$ cat config.mk
export PLATFORM = sky130hd
export DESIGN_NAME = bip1_run_ctrl_flat
export DESIGN_NICKNAME = d
export VERILOG_FILES = /design/src/rtl/bip1_run_ctrl_if.sv /design/src/rtl/bip1_run_ctrl.sv /design/src/flat_wrapper.sv
export SDC_FILE = /design/constraint.sdc
export NUM_CORES = 1
export LEC_CHECK = 0
export CAP_MARGIN = 20
export CORE_MARGIN = 2
export CORE_UTILIZATION = 50
export CTS_CLUSTER_DIAMETER = 80
export CTS_CLUSTER_SIZE = 14
export DETAILED_ROUTE_END_ITERATION = 10
export PLACE_DENSITY_LB_ADDON = 0.05
export SYNTH_ARGS = -nofsm -noshare
export SYNTH_HDL_FRONTEND = slang
export SYNTH_SLANG_ARGS = --single-unit
$ cat constraint.sdc
create_clock -name i_clk -period 3.5 [get_ports i_clk]
set_input_delay 0.875 -clock i_clk [delete_from_list [all_inputs] [get_ports i_clk]]
set_output_delay 0.875 -clock i_clk [all_outputs]
set_load 0.03 [all_outputs]
$ cat src/rtl/bip1_run_ctrl_if.sv
// Command, CPU-side, data-memory and dump-byte signals of the BIP1 run controller.
// The controller attaches through the slave modport; host/CPU/memory side uses master.
interface bip1_run_ctrl_if #(
  parameter int unsigned NB_OPCODE = 5,
  parameter int unsigned NB_ADDR   = 11,
  parameter int unsigned NB_DATA   = 16,
  parameter int unsigned NB_CYCLES = 16
);
  logic                 i_cmd_valid;
  logic [1:0]           i_cmd;
  logic                 o_cmd_ready;
  logic [NB_OPCODE-1:0] i_opcode;
  logic                 o_cpu_en;
  logic                 o_cpu_clr;
  logic [NB_ADDR-1:0]   i_cpu_addr;
  logic                 i_cpu_wr_en;
  logic                 i_cpu_rd_en;
  logic [NB_ADDR-1:0]   o_mem_addr;
  logic                 o_mem_wr_en;
  logic                 o_mem_rd_en;
  logic [NB_DATA-1:0]   i_mem_data;
  logic [7:0]           o_tx_data;
  logic                 o_tx_valid;
  logic                 i_tx_ready;
  logic [NB_CYCLES-1:0] o_cycle_count;
  logic                 o_halted;
  logic                 o_busy;

  modport master (
    output i_cmd_valid, i_cmd, i_opcode, i_cpu_addr, i_cpu_wr_en, i_cpu_rd_en,
           i_mem_data, i_tx_ready,
    input  o_cmd_ready, o_cpu_en, o_cpu_clr, o_mem_addr, o_mem_wr_en, o_mem_rd_en,
           o_tx_data, o_tx_valid, o_cycle_count, o_halted, o_busy
  );

  modport slave (
    input  i_cmd_valid, i_cmd, i_opcode, i_cpu_addr, i_cpu_wr_en, i_cpu_rd_en,
           i_mem_data, i_tx_ready,
    output o_cmd_ready, o_cpu_en, o_cpu_clr, o_mem_addr, o_mem_wr_en, o_mem_rd_en,
           o_tx_data, o_tx_valid, o_cycle_count, o_halted, o_busy
  );
endinterface

$ cat src/rtl/bip1_run_ctrl.sv
// BIP1 run/step controller: gates the CPU, detects HLT, counts executed
// instructions and streams the low data-memory words out as bytes.
module bip1_run_ctrl #(
  parameter int unsigned NB_OPCODE  = 5,
  parameter int unsigned NB_ADDR    = 11,
  parameter int unsigned NB_DATA    = 16,
  parameter int unsigned NB_CYCLES  = 16,
  parameter int unsigned DUMP_WORDS = 16
) (
  input logic            i_clk,
  input logic            i_rst,
  bip1_run_ctrl_if.slave bus
);

  typedef enum logic [2:0] {
    ST_IDLE,
    ST_RUN,
    ST_HALTED,
    ST_DUMP_RD,
    ST_DUMP_WAIT,
    ST_DUMP_HI,
    ST_DUMP_LO
  } state_t;

  typedef enum logic [1:0] {
    CMD_RUN   = 2'b00,
    CMD_STEP  = 2'b01,
    CMD_DUMP  = 2'b10,
    CMD_ABORT = 2'b11
  } cmd_t;

  localparam logic [NB_OPCODE-1:0] OP_HLT   = '0;
  localparam logic [NB_ADDR-1:0]   LAST_IDX = NB_ADDR'(DUMP_WORDS - 1);

  state_t state_q, state_d;
  state_t ret_q, ret_d;
  cmd_t   cmd;

  logic                 cmd_ready, accept, is_hlt, in_dump;
  logic                 cpu_en, busy;
  logic                 step_q, step_d;
  logic                 clr_q, clr_d;
  logic                 halted_q, halt_set, halt_clr;
  logic [NB_CYCLES-1:0] cnt_q;
  logic                 cnt_clr;
  logic [NB_ADDR-1:0]   idx_q;
  logic                 idx_inc, idx_clr;
  logic                 tx_valid_q;
  logic [7:0]           tx_data_q, lo_q;
  logic                 load_word, send_lo, drop_tx;

  assign cmd       = cmd_t'(bus.i_cmd);
  assign is_hlt    = (bus.i_opcode == OP_HLT);
  assign cmd_ready = (state_q == ST_IDLE) || (state_q == ST_RUN) || (state_q == ST_HALTED);
  assign accept    = bus.i_cmd_valid && cmd_ready;
  assign in_dump   = !cmd_ready;

  always_ff @(posedge i_clk or negedge i_rst) begin
    if (!i_rst) begin
      state_q <= ST_IDLE;
      ret_q   <= ST_IDLE;
    end else begin
      state_q <= state_d;
      ret_q   <= ret_d;
    end
  end

  always_comb begin
    state_d   = state_q;
    ret_d     = ret_q;
    cpu_en    = 1'b0;
    busy      = 1'b0;
    step_d    = 1'b0;
    clr_d     = 1'b0;
    halt_set  = 1'b0;
    halt_clr  = 1'b0;
    cnt_clr   = 1'b0;
    idx_inc   = 1'b0;
    idx_clr   = 1'b0;
    load_word = 1'b0;
    send_lo   = 1'b0;
    drop_tx   = 1'b0;

    unique case (state_q)
      ST_IDLE: begin
        // A step request becomes an enable pulse in the cycle after acceptance
        cpu_en = step_q;
        if (accept) begin
          case (cmd)
            CMD_RUN:  state_d = ST_RUN;
            CMD_STEP: begin
              if (is_hlt) begin
                state_d  = ST_HALTED;
                halt_set = 1'b1;
              end else begin
                step_d = 1'b1;
              end
            end
            CMD_DUMP: begin
              state_d = ST_DUMP_RD;
              ret_d   = ST_IDLE;
            end
            CMD_ABORT: begin
              clr_d   = 1'b1;
              cnt_clr = 1'b1;
            end
          endcase
        end
      end

      ST_RUN: begin
        busy   = 1'b1;
        cpu_en = !is_hlt;
        // ABORT takes priority over a simultaneous HLT
        if (accept && cmd == CMD_ABORT) begin
          state_d = ST_IDLE;
        end else if (is_hlt) begin
          state_d  = ST_HALTED;
          halt_set = 1'b1;
        end
      end

      ST_HALTED: begin
        if (accept && cmd == CMD_DUMP) begin
          state_d = ST_DUMP_RD;
          ret_d   = ST_HALTED;
        end else if (accept && cmd == CMD_ABORT) begin
          state_d  = ST_IDLE;
          clr_d    = 1'b1;
          cnt_clr  = 1'b1;
          halt_clr = 1'b1;
        end
      end

      ST_DUMP_RD: begin
        busy    = 1'b1;
        state_d = ST_DUMP_WAIT;
      end

      ST_DUMP_WAIT: begin
        busy      = 1'b1;
        load_word = 1'b1;
        state_d   = ST_DUMP_HI;
      end

      ST_DUMP_HI: begin
        busy = 1'b1;
        if (bus.i_tx_ready) begin
          send_lo = 1'b1;
          state_d = ST_DUMP_LO;
        end
      end

      ST_DUMP_LO: begin
        busy = 1'b1;
        if (bus.i_tx_ready) begin
          drop_tx = 1'b1;
          if (idx_q == LAST_IDX) begin
            idx_clr = 1'b1;
            state_d = ret_q;
          end else begin
            idx_inc = 1'b1;
            state_d = ST_DUMP_RD;
          end
        end
      end

      default: state_d = ST_IDLE;
    endcase
  end

  always_ff @(posedge i_clk or negedge i_rst) begin
    if (!i_rst) begin
      step_q     <= 1'b0;
      clr_q      <= 1'b0;
      halted_q   <= 1'b0;
      cnt_q      <= '0;
      idx_q      <= '0;
      tx_valid_q <= 1'b0;
      tx_data_q  <= '0;
      lo_q       <= '0;
    end else begin
      step_q <= step_d;
      clr_q  <= clr_d;

      if (halt_clr) begin
        halted_q <= 1'b0;
      end else if (halt_set) begin
        halted_q <= 1'b1;
      end

      // Clear beats a same-cycle step increment; the count sticks at all-ones
      if (cnt_clr) begin
        cnt_q <= '0;
      end else if (cpu_en && cnt_q != '1) begin
        cnt_q <= cnt_q + NB_CYCLES'(1);
      end

      if (idx_clr) begin
        idx_q <= '0;
      end else if (idx_inc) begin
        idx_q <= idx_q + NB_ADDR'(1);
      end

      // Low byte is parked so the high byte can be held stable under backpressure
      if (load_word) begin
        tx_valid_q <= 1'b1;
        tx_data_q  <= bus.i_mem_data[NB_DATA-1 -: 8];
        lo_q       <= bus.i_mem_data[7:0];
      end else if (send_lo) begin
        tx_data_q <= lo_q;
      end else if (drop_tx) begin
        tx_valid_q <= 1'b0;
      end
    end
  end

  assign bus.o_cmd_ready   = cmd_ready;
  assign bus.o_cpu_en      = cpu_en;
  assign bus.o_cpu_clr     = clr_q;
  assign bus.o_cycle_count = cnt_q;
  assign bus.o_halted      = halted_q;
  assign bus.o_busy        = busy;
  assign bus.o_tx_valid    = tx_valid_q;
  assign bus.o_tx_data     = tx_data_q;
  assign bus.o_mem_addr    = in_dump ? idx_q : bus.i_cpu_addr;
  assign bus.o_mem_rd_en   = in_dump ? (state_q == ST_DUMP_RD) : (bus.i_cpu_rd_en && cpu_en);
  assign bus.o_mem_wr_en   = !in_dump && bus.i_cpu_wr_en && cpu_en;

endmodule
$ cat src/flat_wrapper.sv
// flat-port wrapper written by rule: the top's interface ports become plain ports
module bip1_run_ctrl_flat 
#(
  parameter int unsigned NB_OPCODE  = 5,
  parameter int unsigned NB_ADDR    = 11,
  parameter int unsigned NB_DATA    = 16,
  parameter int unsigned NB_CYCLES  = 16,
  parameter int unsigned DUMP_WORDS = 16
)
  (i_clk, i_rst, bus_i_cmd_valid, bus_i_cmd, bus_i_opcode, bus_i_cpu_addr, bus_i_cpu_wr_en, bus_i_cpu_rd_en, bus_i_mem_data, bus_i_tx_ready, bus_o_cmd_ready, bus_o_cpu_en, bus_o_cpu_clr, bus_o_mem_addr, bus_o_mem_wr_en, bus_o_mem_rd_en, bus_o_tx_data, bus_o_tx_valid, bus_o_cycle_count, bus_o_halted, bus_o_busy);
  bip1_run_ctrl_if #(.NB_OPCODE(NB_OPCODE), .NB_ADDR(NB_ADDR), .NB_DATA(NB_DATA), .NB_CYCLES(NB_CYCLES)) bus_i ();
  input logic i_clk;
  input logic i_rst;
  input wire logic [$bits(bus_i.i_cmd_valid)-1:0] bus_i_cmd_valid;
  input wire logic [$bits(bus_i.i_cmd)-1:0] bus_i_cmd;
  input wire logic [$bits(bus_i.i_opcode)-1:0] bus_i_opcode;
  input wire logic [$bits(bus_i.i_cpu_addr)-1:0] bus_i_cpu_addr;
  input wire logic [$bits(bus_i.i_cpu_wr_en)-1:0] bus_i_cpu_wr_en;
  input wire logic [$bits(bus_i.i_cpu_rd_en)-1:0] bus_i_cpu_rd_en;
  input wire logic [$bits(bus_i.i_mem_data)-1:0] bus_i_mem_data;
  input wire logic [$bits(bus_i.i_tx_ready)-1:0] bus_i_tx_ready;
  output wire logic [$bits(bus_i.o_cmd_ready)-1:0] bus_o_cmd_ready;
  output wire logic [$bits(bus_i.o_cpu_en)-1:0] bus_o_cpu_en;
  output wire logic [$bits(bus_i.o_cpu_clr)-1:0] bus_o_cpu_clr;
  output wire logic [$bits(bus_i.o_mem_addr)-1:0] bus_o_mem_addr;
  output wire logic [$bits(bus_i.o_mem_wr_en)-1:0] bus_o_mem_wr_en;
  output wire logic [$bits(bus_i.o_mem_rd_en)-1:0] bus_o_mem_rd_en;
  output wire logic [$bits(bus_i.o_tx_data)-1:0] bus_o_tx_data;
  output wire logic [$bits(bus_i.o_tx_valid)-1:0] bus_o_tx_valid;
  output wire logic [$bits(bus_i.o_cycle_count)-1:0] bus_o_cycle_count;
  output wire logic [$bits(bus_i.o_halted)-1:0] bus_o_halted;
  output wire logic [$bits(bus_i.o_busy)-1:0] bus_o_busy;
  assign bus_i.i_cmd_valid = bus_i_cmd_valid;
  assign bus_i.i_cmd = bus_i_cmd;
  assign bus_i.i_opcode = bus_i_opcode;
  assign bus_i.i_cpu_addr = bus_i_cpu_addr;
  assign bus_i.i_cpu_wr_en = bus_i_cpu_wr_en;
  assign bus_i.i_cpu_rd_en = bus_i_cpu_rd_en;
  assign bus_i.i_mem_data = bus_i_mem_data;
  assign bus_i.i_tx_ready = bus_i_tx_ready;
  assign bus_o_cmd_ready = bus_i.o_cmd_ready;
  assign bus_o_cpu_en = bus_i.o_cpu_en;
  assign bus_o_cpu_clr = bus_i.o_cpu_clr;
  assign bus_o_mem_addr = bus_i.o_mem_addr;
  assign bus_o_mem_wr_en = bus_i.o_mem_wr_en;
  assign bus_o_mem_rd_en = bus_i.o_mem_rd_en;
  assign bus_o_tx_data = bus_i.o_tx_data;
  assign bus_o_tx_valid = bus_i.o_tx_valid;
  assign bus_o_cycle_count = bus_i.o_cycle_count;
  assign bus_o_halted = bus_i.o_halted;
  assign bus_o_busy = bus_i.o_busy;
  bip1_run_ctrl #(.NB_OPCODE(NB_OPCODE), .NB_ADDR(NB_ADDR), .NB_DATA(NB_DATA), .NB_CYCLES(NB_CYCLES), .DUMP_WORDS(DUMP_WORDS)) u_core (.i_clk(i_clk), .i_rst(i_rst), .bus(bus_i));
endmodule
Word-level counts from Yosys, hierarchy flattened
Index checks and enable logic that the tools add are counted.
Operators by class
  multiplexer cells: 54
  order comparisons: 0
  equal/unequal tests: 19
  reductions and logical operators: 23
  $mul: 0
  bitwise operators: 0
  add/subtract/negate cells: 2
  div/mod/pow operators: 0
  shifts and indexed selects: 0
Operators with widths (number)
  $mux 11: 3
  $mux 3: 11
  $mux 16: 2
  $mux 1: 30
  $pmux 3 s7: 1
  $add 16x1->16 const B: 1
  $mux 8: 2
  $ne 16x16->1 const B: 1
  $reduce_bool 2->1: 6
  $add 11x1->11 const B: 1
  $eq 11x4->1 const B: 1
  $eq 3x3->1 const B: 3
  $pmux 3 s3: 1
  $ne 2x2->1 const B: 4
  $logic_and 1x1->1: 7
  $eq 3x2->1 const B: 2
  $pmux 1 s2: 3
  $pmux 3 s2: 1
  $logic_not 5->1: 1
  $reduce_and 5->1: 1
  $reduce_or 5->1: 1
  $eq 2x2->1 const B: 2
  $ne 2x1->1 const B: 2
  $ne 4x4->1 const B: 1
  other kinds (9): 10
Word-level totals
  register bits: 53
  memories kept: 0
  input bits: 40
  latch bits: 0
  RAM bits: 0
  memory bits (read-only): 0

Depth between registers and ports, before layout
Gate-level depths: netlist of run 1.
  depth in word-level cells: 9
  mapped depth: 8
  depth with buffers taken out: 7

Least setup slack after synthesis of run 1
No wires, ideal clock.
  path kind: input-to-output
  start: input bus_i_opcode[1]
  end: output bus_o_mem_rd_en
  stages: 5
  required time: 2.625 ns
  arrival: 2.218 ns
  slack: 0.407 ns
  cell sequence: or3_1 nor4_4 nor2_1 a22oi_1 nor2_1
On the way
  longest elaborated chain between the ends: 5
RTL lines
  from (decl): line flat_wrapper.sv:16  | input wire logic [$bits(bus_i.i_opcode)-1:0] bus_i_opcode;
  $logic_not 5->1: line bip1_run_ctrl.sv:53  | assign is_hlt = (bus.i_opcode == OP_HLT);
  $logic_not 1->1: line bip1_run_ctrl.sv:113  | cpu_en = !is_hlt;
  $pmux 1 s2: line bip1_run_ctrl.sv:84  | unique case (state_q)
  via bus_o_cpu_en: line flat_wrapper.sv:23  | output wire logic [$bits(bus_i.o_cpu_en)-1:0] bus_o_cpu_en;
  $logic_and 1x1->1: line bip1_run_ctrl.sv:227  | assign bus.o_mem_rd_en = in_dump ? (state_q == ST_DUMP_RD) : (bus.i_cpu_rd_en && cpu_en);
  $mux 1: line bip1_run_ctrl.sv:227
  to (decl): line flat_wrapper.sv:27  | output wire logic [$bits(bus_i.o_mem_rd_en)-1:0] bus_o_mem_rd_en;
The timed path passes the listed nets, and every way through them passes these cells.

Worst setup path after layout of run 1
  start: input bus_i_opcode[1]
  end: output bus_o_mem_rd_en
On the way
  longest elaborated chain between the ends: 5
RTL lines (line)
  $logic_not 5->1: bip1_run_ctrl.sv:53
  $logic_not 1->1: bip1_run_ctrl.sv:113
  $pmux 1 s2: bip1_run_ctrl.sv:84
  $logic_and 1x1->1: bip1_run_ctrl.sv:227
  $mux 1: bip1_run_ctrl.sv:227
Every way passes these cells.

==> run summary, run 1 <==
## Floorplan
• Die Span Y: 80.34 um
• initial core utilization: 52.28%
• floorplan core area: 5574 um^2
• horizontal extent of the die: 80.34 um
• Placement Rows: 27
• total die area: 6455 um^2
• Ports: 83

## Routing
• post-detailed-routing wire length: 6.389 mm
• total vias in the final route: 2459
• Detail Route Antenna Nets: 0
• routed via count divided by cell count: 5.614
• number of DRC markers in iteration 0: 79
• number of iterations in the first detailed-routing pass: 4
• routed wirelength normalized by instance count: 14.59 um
• DRC violations left: 0

## Timing
• Final Skew: 0.007467 ns
• slew at the pin with the worst max-slew slack: 0.6190 ns
• unrepaired setup endpoints after global routing: false
• min Tclk post-route: 3.341 ns
• Final period util: 95.46%
• highest attainable clock frequency: 0.2993 GHz
• hold_ws: 0.4849 ns
• Fin Setup TNS: 0 ns
• final hold violation count: 0
• worst rel slew slack: 58.73%
• pins over their slew limit: 0
• total setup violations reported at the end of the flow: 0

## Synth
• synthesized-area fraction occupied by ao, oa, aoi and oai cells: 12.37%
• sequential-to-total area share from yosys stat: 43.80%
• post-synthesis share of cell area spent on and, or, nand and nor gates: 22.84%
• Mapped Area: 2914 um^2
• nets in the synthesized netlist: 331
• cell count after synthesis: 285
• dominant combinational cell family by area after synthesis: simple AND/OR/NAND/NOR gates
• Ys Warns: 0
• Async SR Flop Fraction: 100.0%
• flops & latches, synth: 51
• multiplexer area fraction after synthesis: 11.59%
• Post-Syn Area per Cell: 10.22 um^2
• adder-cell share of the synthesized area: 2.576%
• share of the synthesized netlist area taken by xor and xnor gates: 3.306%
• number of synthesized flops with an enable pin: 0
• dominant synthesized flop cell: sky130_fd_sc_hd__dfrtp_1
• number of distinct standard cells referenced by the synthesized netlist: 57

## Clock tree
• cts bufs inserted: 5
• maximum root-to-sink buffer count: 2
• post-CTS clock slew at the launch and capture registers of the worst setup and hold paths: 0.10 ns
• CTS tree: built
• number of levels the H-tree was split into: 2
• count of clock tree sinks: 51
• clock latency on the worst-skew pair: 0.31 ns
• # hold bufs at CTS: 0
• clock tree root buffer cell: sky130_fd_sc_hd__clkbuf_8

## Setup path
• most frequent cell on the critical path: sky130_fd_sc_hd__nor2_1
• startpoint of the most critical register-to-register path: u_core.state_q[1]
• cell breakdown of the critical path: clkdlybuf4s50_1, or3_1, nor4_4, nor2_1, a22oi_1, nor2_1, buf_2
• cell with the largest stage delay on the worst path: sky130_fd_sc_hd__or3_1
• CP arrival: 2.47 ns
• max incr delay on CP: 0.43 ns
• maximum fanout encountered on the critical timing path: 3
• FF-to-FF path depth: 6
• r2r endpoint: u_core.idx_q[9]
• dominant delay contributor by cell family on the critical path: simple AND/OR/NAND/NOR gates
• Worst Path Class, Setup: in2out
• endpoint type of the worst setup path: primary output
• internal reg-to-reg setup slack: 1.31 ns
• CP startpoint kind: input port
• number of buffer and inverter instances along the worst setup path: 2
• CP Data Required Time: 2.62 ns

## Worst hold path
• hold crit path type: reg2reg
• worst hold path stage count: 2
• min-delay src: u_core.bus.o_tx_data[0]
• Hold Path Sink: u_core.bus.o_tx_data[0]

## GRT
• number of antenna violations at the first check in global routing: 0
• Global Route met3 Usage: 4.270%
• overall fraction of global-route tracks in use: 20.84%
• met1 usage: 27.47%
• global-route met2 utilization: 35.33%
• wire length of the first global-routing pass: 10.74 mm
• pin count of the biggest net entering global routing: 25
• number of global-route vias before repair: 2306
• routing layer with the top usage in global route: met2
• grt total ovfl: 0

## Placed design
• total instance count after detailed placement: 430
• last weighted congestion value of the routability-driven placer: 0.7953
• post-DP HPWL: 4.754 mm
• number of port buffers: 82

## Finish
• number of standard cells in the final layout excluding fillers: 438
• post-route core utilization: 69.85%
• share of post-route cells with drive strength above 1: 13.93%
• Filler cells: 453
• antenna cells: 0
• NumNets Final: 411
• area growth from synthesis to final layout: 33.62%

## Power
• P per Cell Area: 759.4 nW/um^2
• P_leak: 1.632 nW
• largest voltage drop on the vdd net: 0.0005090 V

## Status
• result of the run: complete, no violations

## Run
• max_cap viols: 0

-- worst min-delay path, stage by stage, from the launching register on --
cell	delay, ns
sky130_fd_sc_hd__dfrtp_1	0.35
sky130_fd_sc_hd__nand2_1	0.05
sky130_fd_sc_hd__o21ai_0	0.06
-- area by class of cell --
class                      count  area (um^2)  area share, %
inverter                       4        15.01         0.3856
clock inverter                 3        46.29          1.189
sequential                    51         1276          32.78
tap                           72        90.09          2.314
multi-input combinational    214         1540          39.56
timing repair buffer          89        857.1          22.01
clock buffer                   5        68.82          1.767
-- timing repair --
| item | CTS | global route |
|---|---|---|
| resized for setup | 5 | 4 |
| endpoints found under the setup margin | 3 | 2 |
| pin swaps | 0 | 0 |
| setup buffers | 0 | 0 |
-- through the flow --
step	instance area [um^2]	total power [mW]	setup WS [ns]
global route	3894	3.149	0.005771
finish	3894	2.957	0.1589
global placement	3790	2.530	-0.2209
detailed placement	3790	2.561	-0.2971
floorplan	2914	2.014	0.4074
CTS	3904	2.986	0.01889
-- cells in the final DEF, fill, tap and decap left out, types with 2 or more instances in the layout --
master and n:
sky130_fd_sc_hd__inv_1 4, sky130_fd_sc_hd__o31a_1 2, sky130_fd_sc_hd__clkbuf_8 5, sky130_fd_sc_hd__o21ai_0 16, sky130_fd_sc_hd__nor2_1 17, sky130_fd_sc_hd__a21oi_1 10, sky130_fd_sc_hd__and4_1 2, sky130_fd_sc_hd__mux2_2 22
sky130_fd_sc_hd__nor3_1 5, sky130_fd_sc_hd__nand3b_1 3, sky130_fd_sc_hd__nor4b_1 2, sky130_fd_sc_hd__a21o_1 3, sky130_fd_sc_hd__nand2_1 24, sky130_fd_sc_hd__mux2i_1 9, sky130_fd_sc_hd__dfrtp_1 51, sky130_fd_sc_hd__or3_1 6
sky130_fd_sc_hd__and3_1 3, sky130_fd_sc_hd__o31ai_1 5, sky130_fd_sc_hd__clkdlybuf4s50_1 78, sky130_fd_sc_hd__buf_4 7, sky130_fd_sc_hd__nor4_1 6, sky130_fd_sc_hd__o21a_1 3, sky130_fd_sc_hd__nand4_1 7, sky130_fd_sc_hd__nand2b_1 6
sky130_fd_sc_hd__xor2_1 3, sky130_fd_sc_hd__ha_1 6, sky130_fd_sc_hd__a31oi_1 2, sky130_fd_sc_hd__nand3_1 11, sky130_fd_sc_hd__o211ai_1 2, sky130_fd_sc_hd__xnor2_1 8, sky130_fd_sc_hd__or2_2 2, sky130_fd_sc_hd__buf_2 2
sky130_fd_sc_hd__a32o_1 2, sky130_fd_sc_hd__or4_1 4
-- cells in the mapped netlist, types with 3 or more instances --
cell	count	area [um^2]
sky130_fd_sc_hd__a21o_1	3	22.52
sky130_fd_sc_hd__a21oi_1	10	50.05
sky130_fd_sc_hd__and3_1	3	18.77
sky130_fd_sc_hd__buf_2	4	20.02
sky130_fd_sc_hd__clkbuf_1	7	26.28
sky130_fd_sc_hd__dfrtp_1	51	1276
sky130_fd_sc_hd__ha_1	6	75.07
sky130_fd_sc_hd__inv_1	4	15.01
sky130_fd_sc_hd__mux2_2	22	247.7
sky130_fd_sc_hd__mux2i_1	9	90.09
sky130_fd_sc_hd__nand2_1	24	90.09
sky130_fd_sc_hd__nand2b_1	6	37.54
sky130_fd_sc_hd__nand3_1	11	55.05
sky130_fd_sc_hd__nand3b_1	3	22.52
sky130_fd_sc_hd__nand4_1	7	43.79
sky130_fd_sc_hd__nor2_1	17	63.81
sky130_fd_sc_hd__nor3_1	5	25.02
sky130_fd_sc_hd__nor4_1	6	37.54
sky130_fd_sc_hd__o21a_1	3	22.52
sky130_fd_sc_hd__o21ai_0	16	80.08
sky130_fd_sc_hd__o31ai_1	5	37.54
sky130_fd_sc_hd__or3_1	6	37.54
sky130_fd_sc_hd__or4_1	4	30.03
sky130_fd_sc_hd__xnor2_1	8	70.07
sky130_fd_sc_hd__xor2_1	3	26.28
-- layer usage --
layer | vias up | routed length [um]
met5 | - | 0
met4 | 0 | 57
met3 | 5 | 354
met2 | 61 | 3090
met1 | 1194 | 2887
li1 | 1199 | -
-- power breakdown --
part | switching, mW | internal (mW) | leakage (nW)
registers | 0.199 | 0.779 | 0.662
logic | 0.841 | 0.712 | 0.916
clock network | 0.210 | 0.216 | 0.0548
total | 1.25 | 1.71 | 1.63
-- sequential cells by signal, summed over array words and instances (netlist names) --
| name | count |
|---|---|
| u_core.bus.o_cycle_count | 16 |
| u_core.idx_q | 11 |
| u_core.bus.o_tx_data | 8 |
| u_core.lo_q | 8 |
| u_core.state_q | 3 |
| u_core.bus.o_cpu_clr | 1 |
| u_core.bus.o_halted | 1 |
| u_core.bus.o_tx_valid | 1 |
| u_core.ret_q | 1 |
| u_core.step_q | 1 |
-- cell families after synthesis --
| group | after synthesis |
|---|---|
| xor gates and xnor gates | 11 |
| adders and majority gates | 6 |
| and+or+nand+nor | 112 |
| DFF | 51 |
| buffers and inverters | 20 |
| muxes | 31 |
| AOI/OAI and AO/OA | 54 |
-- worst max-delay path by stage --
| stage | from | end | slack [ns] | cells after the start |
|---|---|---|---|---|
| after floorplan | bus_i_opcode[1] | bus_o_mem_rd_en | 0.41 | 5 |
| after global placement | bus_i_opcode[1] | bus_o_mem_rd_en | -0.22 | 7 |
| after detailed placement | bus_i_opcode[1] | bus_o_mem_rd_en | -0.30 | 7 |
| after CTS | bus_i_opcode[1] | bus_o_mem_wr_en | 0.02 | 6 |
| after global routing | bus_i_opcode[1] | bus_o_mem_rd_en | 0.006 | 7 |
| final | bus_i_opcode[1] | bus_o_mem_rd_en | 0.16 | 7 |
(Power assumes the default switching activity.)
==> run 2: changes to the inputs <==
- ABC_CLOCK_PERIOD_IN_PS: not set -> 3500
==> results of run 2 <==
The final DEF is identical to that of run 1; final timing and power are the same.
